<file path="src/rtl/m_pcpi_arbiter_pkg.sv">
`default_nettype none
// ============================================================================
//  Module      : m_arb_pkg
//  Description : Shared definitions for the PCPI M-extension arbiter: the
//                arbiter state encoding, the M-instruction opcode/func7
//                values, the requester count and the M-instruction decoder.
//  Revision    : 1.0 - initial release
// ============================================================================
package m_arb_pkg;

    // Number of PCPI requesters sharing the M unit
    localparam int NUM_REQ = 2;

    // RV32M instructions: OP opcode with func7 = 0000001
    localparam logic [6:0] M_OPCODE = 7'b0110011;
    localparam logic [6:0] M_FUNC7  = 7'b0000001;

    typedef enum logic [1:0] {
        IDLE  = 2'd0,
        ISSUE = 2'd1,
        RESP  = 2'd2
    } state_t;

    // True for any of MUL/MULH/MULHSU/MULHU/DIV/DIVU/REM/REMU. func3 is not
    // inspected: every func3 value under this opcode/func7 is an M op.
    function automatic logic is_m_insn(input logic [31:0] insn);
        logic unused_fields;
        unused_fields = ^insn[24:7];
        return (insn[6:0] == M_OPCODE) && (insn[31:25] == M_FUNC7);
    endfunction

endpackage
`default_nettype wire

</file>
<file path="src/rtl/m_pcpi_arbiter_if.sv">
`default_nettype none
// ============================================================================
//  Module      : m_pcpi_arbiter_if
//  Description : Bundles the requester-side PCPI buses (one lane per port,
//                packed [port][bit]) and the unit-side PCPI bus.
//                  req_valid/req_insn/req_rs1/req_rs2 : requester -> arbiter
//                  req_wr/req_rd/req_wait/req_ready   : arbiter -> requester
//                  m_valid/m_insn/m_rs1/m_rs2         : arbiter -> M unit
//                  m_wr/m_rd/m_busy/m_ready           : M unit -> arbiter
//                Modport master is the arbiter view, slave the environment
//                view (requesters plus the M unit).
//  Revision    : 1.0 - initial release
// ============================================================================
interface m_pcpi_arbiter_if;

    logic [m_arb_pkg::NUM_REQ-1:0]        req_valid;
    logic [m_arb_pkg::NUM_REQ-1:0][31:0]  req_insn;
    logic [m_arb_pkg::NUM_REQ-1:0][31:0]  req_rs1;
    logic [m_arb_pkg::NUM_REQ-1:0][31:0]  req_rs2;
    logic [m_arb_pkg::NUM_REQ-1:0]        req_wr;
    logic [m_arb_pkg::NUM_REQ-1:0][31:0]  req_rd;
    logic [m_arb_pkg::NUM_REQ-1:0]        req_wait;
    logic [m_arb_pkg::NUM_REQ-1:0]        req_ready;

    logic                                 m_valid;
    logic [31:0]                          m_insn;
    logic [31:0]                          m_rs1;
    logic [31:0]                          m_rs2;
    logic                                 m_wr;
    logic [31:0]                          m_rd;
    logic                                 m_busy;
    logic                                 m_ready;

    modport master (
        input  req_valid, req_insn, req_rs1, req_rs2,
        output req_wr, req_rd, req_wait, req_ready,
        output m_valid, m_insn, m_rs1, m_rs2,
        input  m_wr, m_rd, m_busy, m_ready
    );

    modport slave (
        output req_valid, req_insn, req_rs1, req_rs2,
        input  req_wr, req_rd, req_wait, req_ready,
        input  m_valid, m_insn, m_rs1, m_rs2,
        output m_wr, m_rd, m_busy, m_ready
    );

endinterface
`default_nettype wire

</file>
<file path="src/rtl/m_pcpi_arbiter_rr.sv">
`default_nettype none
// ============================================================================
//  Module      : m_rr_arbiter
//  Description : Combinational two-way round-robin grant. A lone request is
//                granted outright; when both ports request, the port named
//                by i_rr_ptr wins.
//  Ports       : i_req    [1:0]  per-port request
//                i_rr_ptr        preferred port on contention
//                o_grant  [1:0]  one-hot grant (zero when no request)
//  Revision    : 1.0 - initial release
// ============================================================================
module m_rr_arbiter
    import m_arb_pkg::*;
(
    input  logic [NUM_REQ-1:0] i_req,
    input  logic               i_rr_ptr,
    output logic [NUM_REQ-1:0] o_grant
);

    always_comb begin
        o_grant = '0;
        case (i_req)
            2'b01:   o_grant = 2'b01;
            2'b10:   o_grant = 2'b10;
            2'b11:   o_grant = i_rr_ptr ? 2'b10 : 2'b01;
            default: o_grant = '0;
        endcase
    end

endmodule
`default_nettype wire

</file>
<file path="src/rtl/m_pcpi_arbiter.sv">
`default_nettype none
// ============================================================================
//  Module      : m_pcpi_arbiter
//  Description : Shares one PCPI M-extension unit between two PCPI
//                requesters. M instructions are decoded per port, the unit is
//                granted round-robin, operands are registered on grant and
//                held on the unit bus, and the result is returned to the
//                granted requester one cycle after the unit's ready.
//  Ports       : clk          rising-edge clock
//                resetn       asynchronous active-low reset
//                bus          m_pcpi_arbiter_if.master (requester + unit bus)
//                arb_timeout  one-cycle abort pulse (0 unless timeout built)
//  Parameters  : TIMEOUT_CYCLES - ISSUE cycles allowed before abort
//                                 (timeout build only)
//  Options     : `define M_ARB_TIMEOUT_EN to build the ISSUE timeout.
//  Revision    : 1.0 - initial release
// ============================================================================
module m_pcpi_arbiter
    import m_arb_pkg::*;
#(
    parameter int TIMEOUT_CYCLES = 64
) (
    input  logic                clk,
    input  logic                resetn,
    m_pcpi_arbiter_if.master    bus,
    output logic                arb_timeout
);

    state_t                     r_state;
    state_t                     w_next_state;

    logic                       r_rr_ptr;
    logic                       r_grant;    // index of the port in service
    logic                       r_abort;    // granted requester dropped valid
    logic                       r_wr;
    logic [31:0]                r_rd;
    logic [31:0]                r_insn;
    logic [31:0]                r_rs1;
    logic [31:0]                r_rs2;

    logic [NUM_REQ-1:0]         w_req;
    logic [NUM_REQ-1:0]         w_grant_oh;
    logic                       w_grant_idx;
    logic                       w_any_req;
    logic                       w_timeout;

    logic                       w_m_valid;
    logic [NUM_REQ-1:0]         w_req_ready;
    logic [NUM_REQ-1:0]         w_req_wr;
    logic [NUM_REQ-1:0][31:0]   w_req_rd;

    // ------------------------------------------------------------------
    // Per-port request decode
    // ------------------------------------------------------------------
    generate
        for (genvar gi = 0; gi < NUM_REQ; gi++) begin : g_decode
            assign w_req[gi] = bus.req_valid[gi] && is_m_insn(bus.req_insn[gi]);
        end
    endgenerate

    assign w_any_req = |w_req;

    m_rr_arbiter u_rr_arbiter (
        .i_req    (w_req),
        .i_rr_ptr (r_rr_ptr),
        .o_grant  (w_grant_oh)
    );

    // With two ports the one-hot grant collapses to its upper bit
    assign w_grant_idx = w_grant_oh[1];

    // ------------------------------------------------------------------
    // Optional ISSUE timeout
    // ------------------------------------------------------------------
`ifdef M_ARB_TIMEOUT_EN
    localparam int c_cnt_w = (TIMEOUT_CYCLES > 1) ? $clog2(TIMEOUT_CYCLES) : 1;
    localparam logic [c_cnt_w-1:0] c_tmo_last = c_cnt_w'(TIMEOUT_CYCLES - 1);

    logic [c_cnt_w-1:0]         r_tmo_cnt;
    logic                       w_unused;

    // Held at zero outside ISSUE, so it starts from zero on every entry
    always_ff @(posedge clk or negedge resetn) begin
        if (!resetn) begin
            r_tmo_cnt <= '0;
        end else if (r_state != ISSUE) begin
            r_tmo_cnt <= '0;
        end else begin
            r_tmo_cnt <= r_tmo_cnt + 1'b1;
        end
    end

    // A ready arriving on the last allowed cycle still wins over the abort
    assign w_timeout = (r_state == ISSUE) && !bus.m_ready && (r_tmo_cnt == c_tmo_last);
    assign w_unused  = bus.m_busy;
`else
    logic                       w_unused;

    assign w_timeout = 1'b0;
    assign w_unused  = bus.m_busy ^ (TIMEOUT_CYCLES != 0);
`endif

    // ------------------------------------------------------------------
    // FSM: state register
    // ------------------------------------------------------------------
    always_ff @(posedge clk or negedge resetn) begin
        if (!resetn) begin
            r_state <= IDLE;
        end else begin
            r_state <= w_next_state;
        end
    end

    // ------------------------------------------------------------------
    // FSM: next state
    // ------------------------------------------------------------------
    always_comb begin
        w_next_state = r_state;
        case (r_state)
            IDLE:    if (w_any_req) w_next_state = ISSUE;
            ISSUE:   if (bus.m_ready || w_timeout) w_next_state = RESP;
            RESP:    w_next_state = IDLE;
            default: w_next_state = IDLE;
        endcase
    end

    // ------------------------------------------------------------------
    // FSM: outputs
    // ------------------------------------------------------------------
    always_comb begin
        w_m_valid   = 1'b0;
        w_req_ready = '0;
        w_req_wr    = '0;
        w_req_rd    = '0;
        case (r_state)
            ISSUE: begin
                w_m_valid = !w_timeout;
            end
            RESP: begin
                // m_valid stays low here so the unit cannot restart on stale operands
                if (!r_abort) begin
                    w_req_ready[r_grant] = 1'b1;
                    w_req_wr[r_grant]    = r_wr;
                    w_req_rd[r_grant]    = r_rd;
                end
            end
            default: ;
        endcase
    end

    // ------------------------------------------------------------------
    // Grant, operand and result registers
    // ------------------------------------------------------------------
    always_ff @(posedge clk or negedge resetn) begin
        if (!resetn) begin
            r_rr_ptr <= 1'b0;
            r_grant  <= 1'b0;
            r_abort  <= 1'b0;
            r_wr     <= 1'b0;
            r_rd     <= '0;
            r_insn   <= '0;
            r_rs1    <= '0;
            r_rs2    <= '0;
        end else begin
            case (r_state)
                IDLE: begin
                    if (w_any_req) begin
                        r_grant <= w_grant_idx;
                        r_abort <= 1'b0;
                        r_insn  <= bus.req_insn[w_grant_idx];
                        r_rs1   <= bus.req_rs1[w_grant_idx];
                        r_rs2   <= bus.req_rs2[w_grant_idx];
                    end
                end
                ISSUE: begin
                    // The unit cannot be cancelled: keep issuing, but remember
                    // that nobody is waiting for this result
                    if (!bus.req_valid[r_grant]) begin
                        r_abort <= 1'b1;
                    end
                    if (bus.m_ready) begin
                        r_rd <= bus.m_rd;
                        r_wr <= bus.m_wr;
                    end else if (w_timeout) begin
                        r_rd <= '0;
                        r_wr <= 1'b0;
                    end
                end
                RESP: begin
                    r_rr_ptr <= ~r_grant;
                end
                default: ;
            endcase
        end
    end

    // ------------------------------------------------------------------
    // Bus drive
    // ------------------------------------------------------------------
    assign bus.m_valid   = w_m_valid;
    assign bus.m_insn    = r_insn;
    assign bus.m_rs1     = r_rs1;
    assign bus.m_rs2     = r_rs2;
    assign bus.req_ready = w_req_ready;
    assign bus.req_wr    = w_req_wr;
    assign bus.req_rd    = w_req_rd;
    // Claim the instruction from the first cycle it is seen so the core
    // never flags it as illegal
    assign bus.req_wait  = w_req & ~w_req_ready;
    assign arb_timeout   = w_timeout;

endmodule
`default_nettype wire

</file>
<file path="src/flat_wrapper.sv">
// flat-port wrapper written by rule: the top's interface ports become plain ports
module m_pcpi_arbiter_flat import m_arb_pkg::*;
#(
    parameter int TIMEOUT_CYCLES = 64
)
  (clk, resetn, arb_timeout, bus_req_valid, bus_req_insn, bus_req_rs1, bus_req_rs2, bus_req_wr, bus_req_rd, bus_req_wait, bus_req_ready, bus_m_valid, bus_m_insn, bus_m_rs1, bus_m_rs2, bus_m_wr, bus_m_rd, bus_m_busy, bus_m_ready);
  m_pcpi_arbiter_if bus_i ();
  input  logic clk;
  input  logic resetn;
  output logic arb_timeout;
  input wire logic [$bits(bus_i.req_valid)-1:0] bus_req_valid;
  input wire logic [$bits(bus_i.req_insn)-1:0] bus_req_insn;
  input wire logic [$bits(bus_i.req_rs1)-1:0] bus_req_rs1;
  input wire logic [$bits(bus_i.req_rs2)-1:0] bus_req_rs2;
  output wire logic [$bits(bus_i.req_wr)-1:0] bus_req_wr;
  output wire logic [$bits(bus_i.req_rd)-1:0] bus_req_rd;
  output wire logic [$bits(bus_i.req_wait)-1:0] bus_req_wait;
  output wire logic [$bits(bus_i.req_ready)-1:0] bus_req_ready;
  output wire logic [$bits(bus_i.m_valid)-1:0] bus_m_valid;
  output wire logic [$bits(bus_i.m_insn)-1:0] bus_m_insn;
  output wire logic [$bits(bus_i.m_rs1)-1:0] bus_m_rs1;
  output wire logic [$bits(bus_i.m_rs2)-1:0] bus_m_rs2;
  input wire logic [$bits(bus_i.m_wr)-1:0] bus_m_wr;
  input wire logic [$bits(bus_i.m_rd)-1:0] bus_m_rd;
  input wire logic [$bits(bus_i.m_busy)-1:0] bus_m_busy;
  input wire logic [$bits(bus_i.m_ready)-1:0] bus_m_ready;
  assign bus_i.req_valid = bus_req_valid;
  assign bus_i.req_insn = bus_req_insn;
  assign bus_i.req_rs1 = bus_req_rs1;
  assign bus_i.req_rs2 = bus_req_rs2;
  assign bus_req_wr = bus_i.req_wr;
  assign bus_req_rd = bus_i.req_rd;
  assign bus_req_wait = bus_i.req_wait;
  assign bus_req_ready = bus_i.req_ready;
  assign bus_m_valid = bus_i.m_valid;
  assign bus_m_insn = bus_i.m_insn;
  assign bus_m_rs1 = bus_i.m_rs1;
  assign bus_m_rs2 = bus_i.m_rs2;
  assign bus_i.m_wr = bus_m_wr;
  assign bus_i.m_rd = bus_m_rd;
  assign bus_i.m_busy = bus_m_busy;
  assign bus_i.m_ready = bus_m_ready;
  m_pcpi_arbiter #(.TIMEOUT_CYCLES(TIMEOUT_CYCLES)) u_core (.clk(clk), .resetn(resetn), .bus(bus_i), .arb_timeout(arb_timeout));
endmodule
</file>
<file path="config.mk">
export PLATFORM = sky130hd
export DESIGN_NAME = m_pcpi_arbiter_flat
export DESIGN_NICKNAME = d
export VERILOG_FILES = /design/src/rtl/m_pcpi_arbiter_pkg.sv /design/src/rtl/m_pcpi_arbiter_if.sv /design/src/rtl/m_pcpi_arbiter_rr.sv /design/src/rtl/m_pcpi_arbiter.sv /design/src/flat_wrapper.sv
export SDC_FILE = /design/constraint.sdc
export NUM_CORES = 1
export LEC_CHECK = 0
export ABC_AREA = 1
export CORE_AREA = 2 2 156 158
export CTS_BUF_LIST = sky130_fd_sc_hd__clkbuf_8
export CTS_CLUSTER_SIZE = 25
export DETAILED_ROUTE_END_ITERATION = 12
export DIE_AREA = 0 0 158 160
export SYNTH_ARGS = -nofsm -noshare
export SYNTH_HDL_FRONTEND = slang
export SYNTH_HIERARCHICAL = 1
export SYNTH_SLANG_ARGS = --single-unit
</file>
<file path="constraint.sdc">
create_clock -name clk -period 3.35 [get_ports clk]
set_input_delay 1.005 -clock clk [delete_from_list [all_inputs] [get_ports clk]]
set_output_delay 1.005 -clock clk [all_outputs]
set_load 0.005 [all_outputs]
</file>
==> results.txt <==
Starting density of the core - 0.2877
Syn nets - 1044
Max-Cap Viols - 0
Clk buf depth - 2
Share of cells above drive strength 1 - 0.1348
Worst-Margin Slew - 0.6888 ns
Outcome - finished clean
Die Wd - 158 um
Std-Cell Rows - 57
First-pass DRT Iterations - 5
Starting DRT DRC Count - 263
Most common cell after layout, fill and taps aside - clkdlybuf4s50_1
Layout Utilization - 0.4908
Slew Limit Fails - 0
Post-CTS setup buffers - 0
Post-Syn Area - 6853 um^2
Crit. End Element - output port
Sink Count - 134
FILL cells - 2325
First-pass GRT wire length - 37.16 mm
Final Cycle Share - 0.9615
DRT Wirelength - 24.23 mm
Power Total - 0.003630 W
Antenna viol nets, final - 0
Initial antenna violation count - 1
CTS tree - yes
RSZ-0062 raised after global routing - no
CP required - 2.34 ns
Worst rel slew slack - 0.5408
Total congestion overflow - 0
Setup CP Type - input port to output port
CP Data Arrival Time - 2.22 ns
Via count - 6725
Nets - 1429
Clk root buf - clkbuf_8
Yosys warning count - 6
HP Class - register to register
PD cells - 310.5 nW/um^2
Slowest cell on crit path - clkdlybuf4s50_1
WP buf/inv - 2
FMAX - 0.3104 GHz
Crit path max fanout - 3
Clock buffer count from CTS - 17
Mapped Cells - 813
Post-Place Cells - 1503
Pleak - 5.423 nW
Final setup viols - 0
I/O Pins - 399
Max VDD drop - 0.1599 mV
Worst path max stage delay - 0.45 ns
Clk_skew - 0.01549 ns
Most frequent cells in the layout - 391 x clkdlybuf4s50_1, 251 x nand2_1, 134 x dfrtp_1
Via density - 4.384
Htree depth - 4
Cell Chain, Critical Path - clkdlybuf4s50_1 > nor2_2 > nand2_1 > nor2_1 > nand2_2 > nor2_1 > clkbuf_2
Die area - 25280 um^2
Area grow syn2layout - 70.60%
Port bufs - 396
WL/cell - 15.80 um
Die Y - 160 um
Routability Congestion - 0.7668
Reg area - 3353 um^2
Final min period - 3.221 ns
Final hold vios - 0
All-Layer GR Usage - 0.1899
Clk_lat worst skew - 0.44 ns
Mean post-synth cell area - 8.429 um^2
Vias in the first global route - 6864
Post-route insts no fill - 1534
Worst-path clk slew - 0.07 ns
Hold_buf cts - 0
Worst setup SP type - input port
CP dominant cell by count - nor2_1
CP delay by family, top - simple AND/OR/NAND/NOR gates
Largest net degree at the start of global routing - 64
Post-DP HPWL - 17.92 mm
Multi-input gate area - 3065 um^2
CORE AREA - 23820 um^2
DRC - 0
==> power breakdown <==
part / switching [W] / total [W] / internal, W
sequential: 0.0000150 / 0.00168 / 0.00167
clock: 0.000658 / 0.00148 / 0.000824
combinational: 0.000156 / 0.000467 / 0.000311
==> sequential cells by signal (all words and copies together) (netlist names) <==
name and flops:
u_core/bus.m_insn 32, u_core/bus.m_rs1 32, u_core/bus.m_rs2 32, u_core/r_abort 1, u_core/r_grant 1, u_core/r_rd 32, u_core/r_rr_ptr 1, u_core/r_state 2
u_core/r_wr 1
==> layer usage <==
metal | vias to the layer above | global-route usage | wire length (um)
li1 | 3367 | - | -
met2 | 254 | 0.3287 | 12080
met4 | 0 | 0.05446 | 357
met3 | 21 | 0.04803 | 1797
met1 | 3083 | 0.2326 | 10000
met5 | - | 0 | 0
==> per-stage QoR <==
| stage | TNS (ns) | hold WS (ns) | setup slack [ns] | instance area [um^2] |
|---|---|---|---|---|
| after floorplan | 0 | 0.4629 | 0.8780 | 6853 |
| after global placement | -0.6769 | 0.4524 | -0.3971 | 11250 |
| after detailed placement | -0.8066 | 0.4571 | -0.4091 | 11250 |
| after CTS | 0 | 0.4755 | 0.005023 | 11680 |
| after global routing | 0 | 0.4937 | 0.01298 | 11690 |
| final | 0 | 0.4706 | 0.1288 | 11690 |
==> cell type report <==
class                           instances  share of cell area
Timing Repair Buffer                  421              0.3630
Clock buffer                           18             0.02119
Sequential cell                       134              0.2868
Multi-Input combinational cell        574              0.2622
Inverter                               50             0.01648
Antenna cell                            1           0.0002140
Tap cell                              324             0.03467
Clock inverter                         12             0.01541
==> worst paths after layout <==
path                                     start                   end  slack (ns)  cells after the start
max                           bus_req_insn[62]       bus_req_wait[1]        0.13                      7
min                        u_core/bus.m_rs2[6]   u_core/bus.m_rs2[6]        0.47                      2
max reg2reg                  u_core/r_state[1]   u_core/bus.m_rs2[3]        1.72                      6
min reg2reg                u_core/bus.m_rs2[6]   u_core/bus.m_rs2[6]        0.47                      2
max in group asynchronous               resetn  u_core/bus.m_rs1[15]        2.03                      2
min in group asynchronous               resetn  u_core/bus.m_insn[6]        0.51                      1
==> worst register-to-register path: cells and delay by family, from the launching register on <==
family / cells / cell delay, ns
DFF: 1 / 0.42
and+or+nand+nor: 4 / 0.45
buffers and inverters: 2 / 0.64
==> what timing repair did <==
action,in CTS,in global routing
pin swaps,1,0
gates resized for setup,8,8
endpoints found under the setup margin,5,32
cloned,0,0
Note: power is estimated with default switching activity, not from simulation.
